File: config.mk
export PLATFORM = sky130hd
export DESIGN_NAME = serial_addsub
export DESIGN_NICKNAME = d
export VERILOG_FILES = /design/src/rtl/serial_addsub_pkg.sv /design/src/rtl/serial_addsub_fa_cell.sv /design/src/rtl/serial_addsub.sv
export SDC_FILE = /design/constraint.sdc
export NUM_CORES = 1
export LEC_CHECK = 0
export CAP_MARGIN = 25
export CORE_ASPECT_RATIO = 1.25
export CORE_UTILIZATION = 55
export CTS_CLUSTER_DIAMETER = 150
export DETAILED_ROUTE_END_ITERATION = 7
export PLACE_DENSITY_LB_ADDON = 0.25
export SYNTH_ARGS = -nofsm -noshare
export SYNTH_HDL_FRONTEND = slang
export SYNTH_SLANG_ARGS = --single-unit
File: constraint.sdc
create_clock -name clk -period 2.35 [get_ports clk]
set_input_delay 0.47 -clock clk [delete_from_list [all_inputs] [get_ports clk]]
set_output_delay 0.47 -clock clk [all_outputs]
set_load 0.005 [all_outputs]
File: src/rtl/serial_addsub_pkg.sv
// Shared definitions for the serial add/subtract unit: FSM encodings and op-select values.
package serial_addsub_pkg;

    typedef enum logic [1:0] {
        ST_IDLE = 2'd0,
        ST_RUN  = 2'd1,
        ST_FIN  = 2'd2
    } state_t;

    localparam logic OP_ADD = 1'b0;
    localparam logic OP_SUB = 1'b1;

endpackage

File: src/rtl/serial_addsub_fa_cell.sv
// Single-bit full adder; chained by the serial add/subtract unit to form its per-cycle ripple.
module fa_cell (
    input  logic x,
    input  logic y,
    input  logic ci,
    output logic z,
    output logic co
);

    assign z  = x ^ y ^ ci;
    assign co = (x & y) | (ci & (x ^ y));

endmodule

File: src/rtl/serial_addsub.sv
// Multi-cycle add/subtract: BITS_PER_CYC operand bits per clock through a ripple of fa_cell,
// with a start/done handshake and registered result, carry-out and signed overflow.
module serial_addsub
    import serial_addsub_pkg::*;
#(
    parameter int unsigned WIDTH        = 8,
    parameter int unsigned BITS_PER_CYC = 1
) (
    input  logic             clk,
    input  logic             rst_n,
    input  logic             start,
    input  logic             sub,
    input  logic [WIDTH-1:0] a,
    input  logic [WIDTH-1:0] b,
    output logic             busy,
    output logic             done,
    output logic [WIDTH-1:0] z,
    output logic             co,
    output logic             ovf
);

    localparam int unsigned N     = WIDTH / BITS_PER_CYC;
    localparam int unsigned CNT_W = $clog2(N + 1);

    state_t             state_q, state_d;
    logic [WIDTH-1:0]   op_a_q, op_a_d;
    logic [WIDTH-1:0]   op_b_q, op_b_d;
    logic [WIDTH-1:0]   res_q, res_d;
    logic               carry_q, carry_d;
    logic               cmsb_q, cmsb_d;
    logic [CNT_W-1:0]   cnt_q, cnt_d;
    logic               busy_d, done_d, co_d, ovf_d;
    logic [WIDTH-1:0]   z_d;

    logic [BITS_PER_CYC:0]   chain_c;
    logic [BITS_PER_CYC-1:0] sum_c;
    logic                    last_run_c;

    // Per-cycle ripple over the low slice of the operand shift registers
    assign chain_c[0] = carry_q;
    for (genvar i = 0; i < BITS_PER_CYC; i++) begin : g_fa
        fa_cell u_fa (
            .x  (op_a_q[i]),
            .y  (op_b_q[i]),
            .ci (chain_c[i]),
            .z  (sum_c[i]),
            .co (chain_c[i+1])
        );
    end

    assign last_run_c = (cnt_q == CNT_W'(N - 1));

    // Next-state and next-output logic
    always_comb begin
        state_d = state_q;
        op_a_d  = op_a_q;
        op_b_d  = op_b_q;
        res_d   = res_q;
        carry_d = carry_q;
        cmsb_d  = cmsb_q;
        cnt_d   = cnt_q;
        busy_d  = busy;
        done_d  = 1'b0;
        z_d     = z;
        co_d    = co;
        ovf_d   = ovf;

        case (state_q)
            ST_IDLE: ;
            ST_RUN: begin
                op_a_d  = op_a_q >> BITS_PER_CYC;
                op_b_d  = op_b_q >> BITS_PER_CYC;
                // Partial sums enter at the MSB end so the LSB slice lands at bit 0 after N shifts
                res_d   = WIDTH'({sum_c, res_q} >> BITS_PER_CYC);
                carry_d = chain_c[BITS_PER_CYC];
                cnt_d   = cnt_q + CNT_W'(1);
                if (last_run_c) begin
                    cmsb_d  = chain_c[BITS_PER_CYC-1];
                    state_d = ST_FIN;
                    busy_d  = 1'b0;
                end
            end
            ST_FIN: begin
                z_d     = res_q;
                co_d    = carry_q;
                ovf_d   = carry_q ^ cmsb_q;
                done_d  = 1'b1;
                state_d = ST_IDLE;
            end
            default: state_d = ST_IDLE;
        endcase

        // Accept a request when idle or in the final cycle (back-to-back)
        if (start && (state_q == ST_IDLE || state_q == ST_FIN)) begin
            state_d = ST_RUN;
            busy_d  = 1'b1;
            op_a_d  = a;
            op_b_d  = (sub == OP_SUB) ? ~b : b;
            carry_d = (sub == OP_SUB);
            cnt_d   = '0;
        end
    end

    // State, datapath and output registers
    always_ff @(posedge clk or negedge rst_n) begin
        if (!rst_n) begin
            state_q <= ST_IDLE;
            op_a_q  <= '0;
            op_b_q  <= '0;
            res_q   <= '0;
            carry_q <= 1'b0;
            cmsb_q  <= 1'b0;
            cnt_q   <= '0;
            busy    <= 1'b0;
            done    <= 1'b0;
            z       <= '0;
            co      <= 1'b0;
            ovf     <= 1'b0;
        end else begin
            state_q <= state_d;
            op_a_q  <= op_a_d;
            op_b_q  <= op_b_d;
            res_q   <= res_d;
            carry_q <= carry_d;
            cmsb_q  <= cmsb_d;
            cnt_q   <= cnt_d;
            busy    <= busy_d;
            done    <= done_d;
            z       <= z_d;
            co      <= co_d;
            ovf     <= ovf_d;
        end
    end

endmodule

==> metrics <==
hold_buf cts 0; top cells by area, synth dfrtp_1 58%, mux2_2 11%, mux2i_1 4.7%, xnor2_1 4.2%, a221o_1 3.7%; remaining antenna violation count 0; Worst EP arrival 1.87 ns; Internal 1.951 mW; Worst IR Drop VDD 0.7422 mV; die area 3694 sq um; vias in the first global route 1183; Setup-failing EPs final 0; Top Ports 32; clk buf depth 2; DP Area 2206 sq um; ANT cells 0; post_cts resized 0; WL/cell 14.60 um; Max Cap Viol 0; DP Wirelength 2216 um; Seq/Total Area, Yosys 0.5797; via count 1186; measured slew at the worst slew-check pin 0.7338 ns; Die H 67.70 um; total wire length 3095 um; RSZ-0062 raised after global routing false; area leader, netlist dfrtp_1; Switching Fraction 0.3152; register-to-register setup slack 0.78 ns; worst hold path class in -> async; Syn Area/Cell 13.28 sq um; Ys Warns 0; Crit Path Class in -> reg; Final TNS setup 0 ns; Slew Viols, Final 0; CP max FO 11; Layout area overhead 20.22%; Core Util, Final 0.7022; Clock Skew 0.004362 ns; Yosys cell types 28; clock network power share 0.154; Yosys reg bits 44; CTS tree yes; worst setup margin 0.7120 ns; mapped cell area 1899 sq um; Crit Reg-Reg Endpoint op_b_q[2]$_DFFE_PN0P_; max incr delay on CP 0.58 ns; power share of the combinational group 0.379; final hold violations 0; Layout Cells excl Fill 212; dpl cells 205; Initial DRC Count 13; share of cells above drive strength 1 0.1829; # rows 23; r2r worst-path depth 3; Fmax 0.6105 GHz; Pre-antenna DRT Iters 4; Post-CTS Setup Bufs 0; antenna violations before repair 0; crit path cell chain clkdlybuf4s50_1 > nor2b_1 > nor2_1 > a221o_1; CP required 2.58 ns; root buffer cell clkbuf_8; pwr dens 1248 nW/um^2; Max stage delay cell, worst path nor2_1; Net Switching 0.8981 mW; Setup crit end kind register; design area 2283 sq um; CTS buffer count 5; final critical-path share of the clock period 0.6970; Relative slew margins 0.5090; Total GRT Usage 0.2010; pre-CTS setup slack 0.3801 ns; Worst setup SP type primary input; Gate Count Post-Synth 143; Min Clock Period, post-route 1.638 ns; port bufs 31; vias per cell 5.594; Starting Density 0.5841; Post-Synthesis Net Count 165; Die Span X 54.56 um; largest delay contributor family on the critical path simple AND/OR/NAND/NOR gates; grt ovf 0; Final nets 197; first-pass GRT wire length 5085 um; Worst-path clk slew 0.07 ns; Sink Count 44; Leak 1.048 nW; Core ar. 3252 sq um; H-tree depth 2; post-synth top area share 0.5797; RR Startpoint state_q[1]$_DFFE_PN0P_; # DRC 0; Skew-Pair Late Insertion Delay 0.29 ns; largest net degree at the start of global routing 45; run status finished, final reports clean; RD Place Congestion 0.7128; Reg power frac 0.467; Buf/Inv on CP 1
==> per-stage QoR <==
step	total power, mW	hold slack [ns]
final	2.849	0.2383
after global routing	3.050	0.2982
after CTS	2.884	0.2555
after detailed placement	2.445	0.4675
after global placement	2.371	0.4538
after floorplan	2.104	0.1744
==> layer usage <==
metal,vias up,track usage,part of all wire
met4,0,0.1346,0.034
li1,559,-,-
met2,35,0.3415,0.52
met3,10,0.04279,0.035
met1,582,0.2171,0.41
met5,-,0,0
==> cell families after synthesis <==
| family | after synthesis | synth area share |
|---|---|---|
| flops | 44 | 0.5797 |
| xor+xnor | 10 | 0.04612 |
| simple gates | 28 | 0.07642 |
| mux | 28 | 0.1601 |
| buf+inv | 10 | 0.03754 |
| fa+ha+maj | 2 | 0.01713 |
| compound gates | 21 | 0.08300 |
==> final cells by class <==
cell class / count / area, sq um
clock inverter: 1 / 5.005
sequential: 44 / 1101
timing repair buffer: 34 / 327.8
tap: 37 / 46.29
multi-input combinational: 89 / 726.9
clock buffer: 6 / 72.57
fill: 238 / 968.4
inverter: 1 / 3.754
==> worst max path at each step <==
stage                                     from               endpoint  slack, ns  cells after the start
after floorplan           cnt_q[0]$_DFFE_PN0P_     cmsb_q$_DFFE_PN0P_       1.02                      4
after global placement                   start  op_b_q[0]$_DFFE_PN0P_       0.45                      4
after detailed placement                 start  op_b_q[2]$_DFFE_PN0P_       0.38                      4
after CTS                                start  op_b_q[2]$_DFFE_PN0P_       0.69                      4
after global routing                     start  op_b_q[2]$_DFFE_PN0P_       0.62                      4
final                                    start  op_b_q[2]$_DFFE_PN0P_       0.71                      4
==> worst reg2reg max path: cells and delay by family, from the launching register on <==
family / cells / cell delay (ns)
AND/OR/NAND/NOR: 2 / 0.68
flip-flops: 1 / 0.43
AO/OA/AOI/OAI: 1 / 0.35
==> sequential cells by signal (all words and copies together) (netlist names), 2 cells and up <==
register  count
state_q       2
op_b_q        8
cnt_q         4
res_q         8
z             8
op_a_q        8
==> power by group through the flow <==
stage / sequential (mW) / combinational [mW] / clock (mW)
after floorplan: 1.29 / 0.812 / 0
after global placement: 1.32 / 1.05 / 0
after detailed placement: 1.35 / 1.10 / 0
after CTS: 1.34 / 1.10 / 0.450
after global routing: 1.38 / 1.20 / 0.477
final: 1.33 / 1.08 / 0.438
==> cell usage in the layout (no fill, tap or decap) <==
cell type | Yosys | layout
o21ai_1 | 7 | 7
nor3b_2 | 1 | 1
dfrtp_1 | 44 | 44
clkinv_2 | 0 | 1
buf_4 | 1 | 3
nand2b_1 | 1 | 1
a22o_1 | 4 | 4
xnor2_1 | 9 | 9
clkbuf_1 | 1 | 1
nor2b_1 | 1 | 1
mux2i_1 | 9 | 9
nor2_1 | 10 | 10
nand3b_1 | 1 | 1
and2b_1 | 1 | 1
nand2_1 | 11 | 11
xor2_1 | 1 | 1
fa_1 | 1 | 1
a21o_1 | 1 | 1
a221o_1 | 7 | 7
nand4_2 | 1 | 1
a21oi_1 | 1 | 1
clkbuf_8 | 0 | 5
mux2_2 | 19 | 19
o21ai_0 | 1 | 1
nor2b_4 | 1 | 1
clkdlybuf4s50_1 | 0 | 30
ha_1 | 1 | 1
inv_1 | 1 | 1
buf_2 | 5 | 1
==> synth_stat cells <==
cell      number
nand2b_1       1
a221o_1        7
fa_1           1
buf_6          1
nor2_1        10
nand4_2        1
mux2_2        19
inv_1          1
o21ai_0        1
nor3b_2        1
and2b_1        1
nand3b_1       1
ha_1           1
xor2_1         1
clkbuf_1       1
a22o_1         4
dfrtp_1       44
buf_4          1
nor2b_4        1
o21ai_1        7
buf_2          5
a21o_1         1
nand2_1       11
xnor2_1        9
nor2b_1        1
buf_12         1
a21oi_1        1
mux2i_1        9
Note: power is estimated with default switching activity, not from simulation.
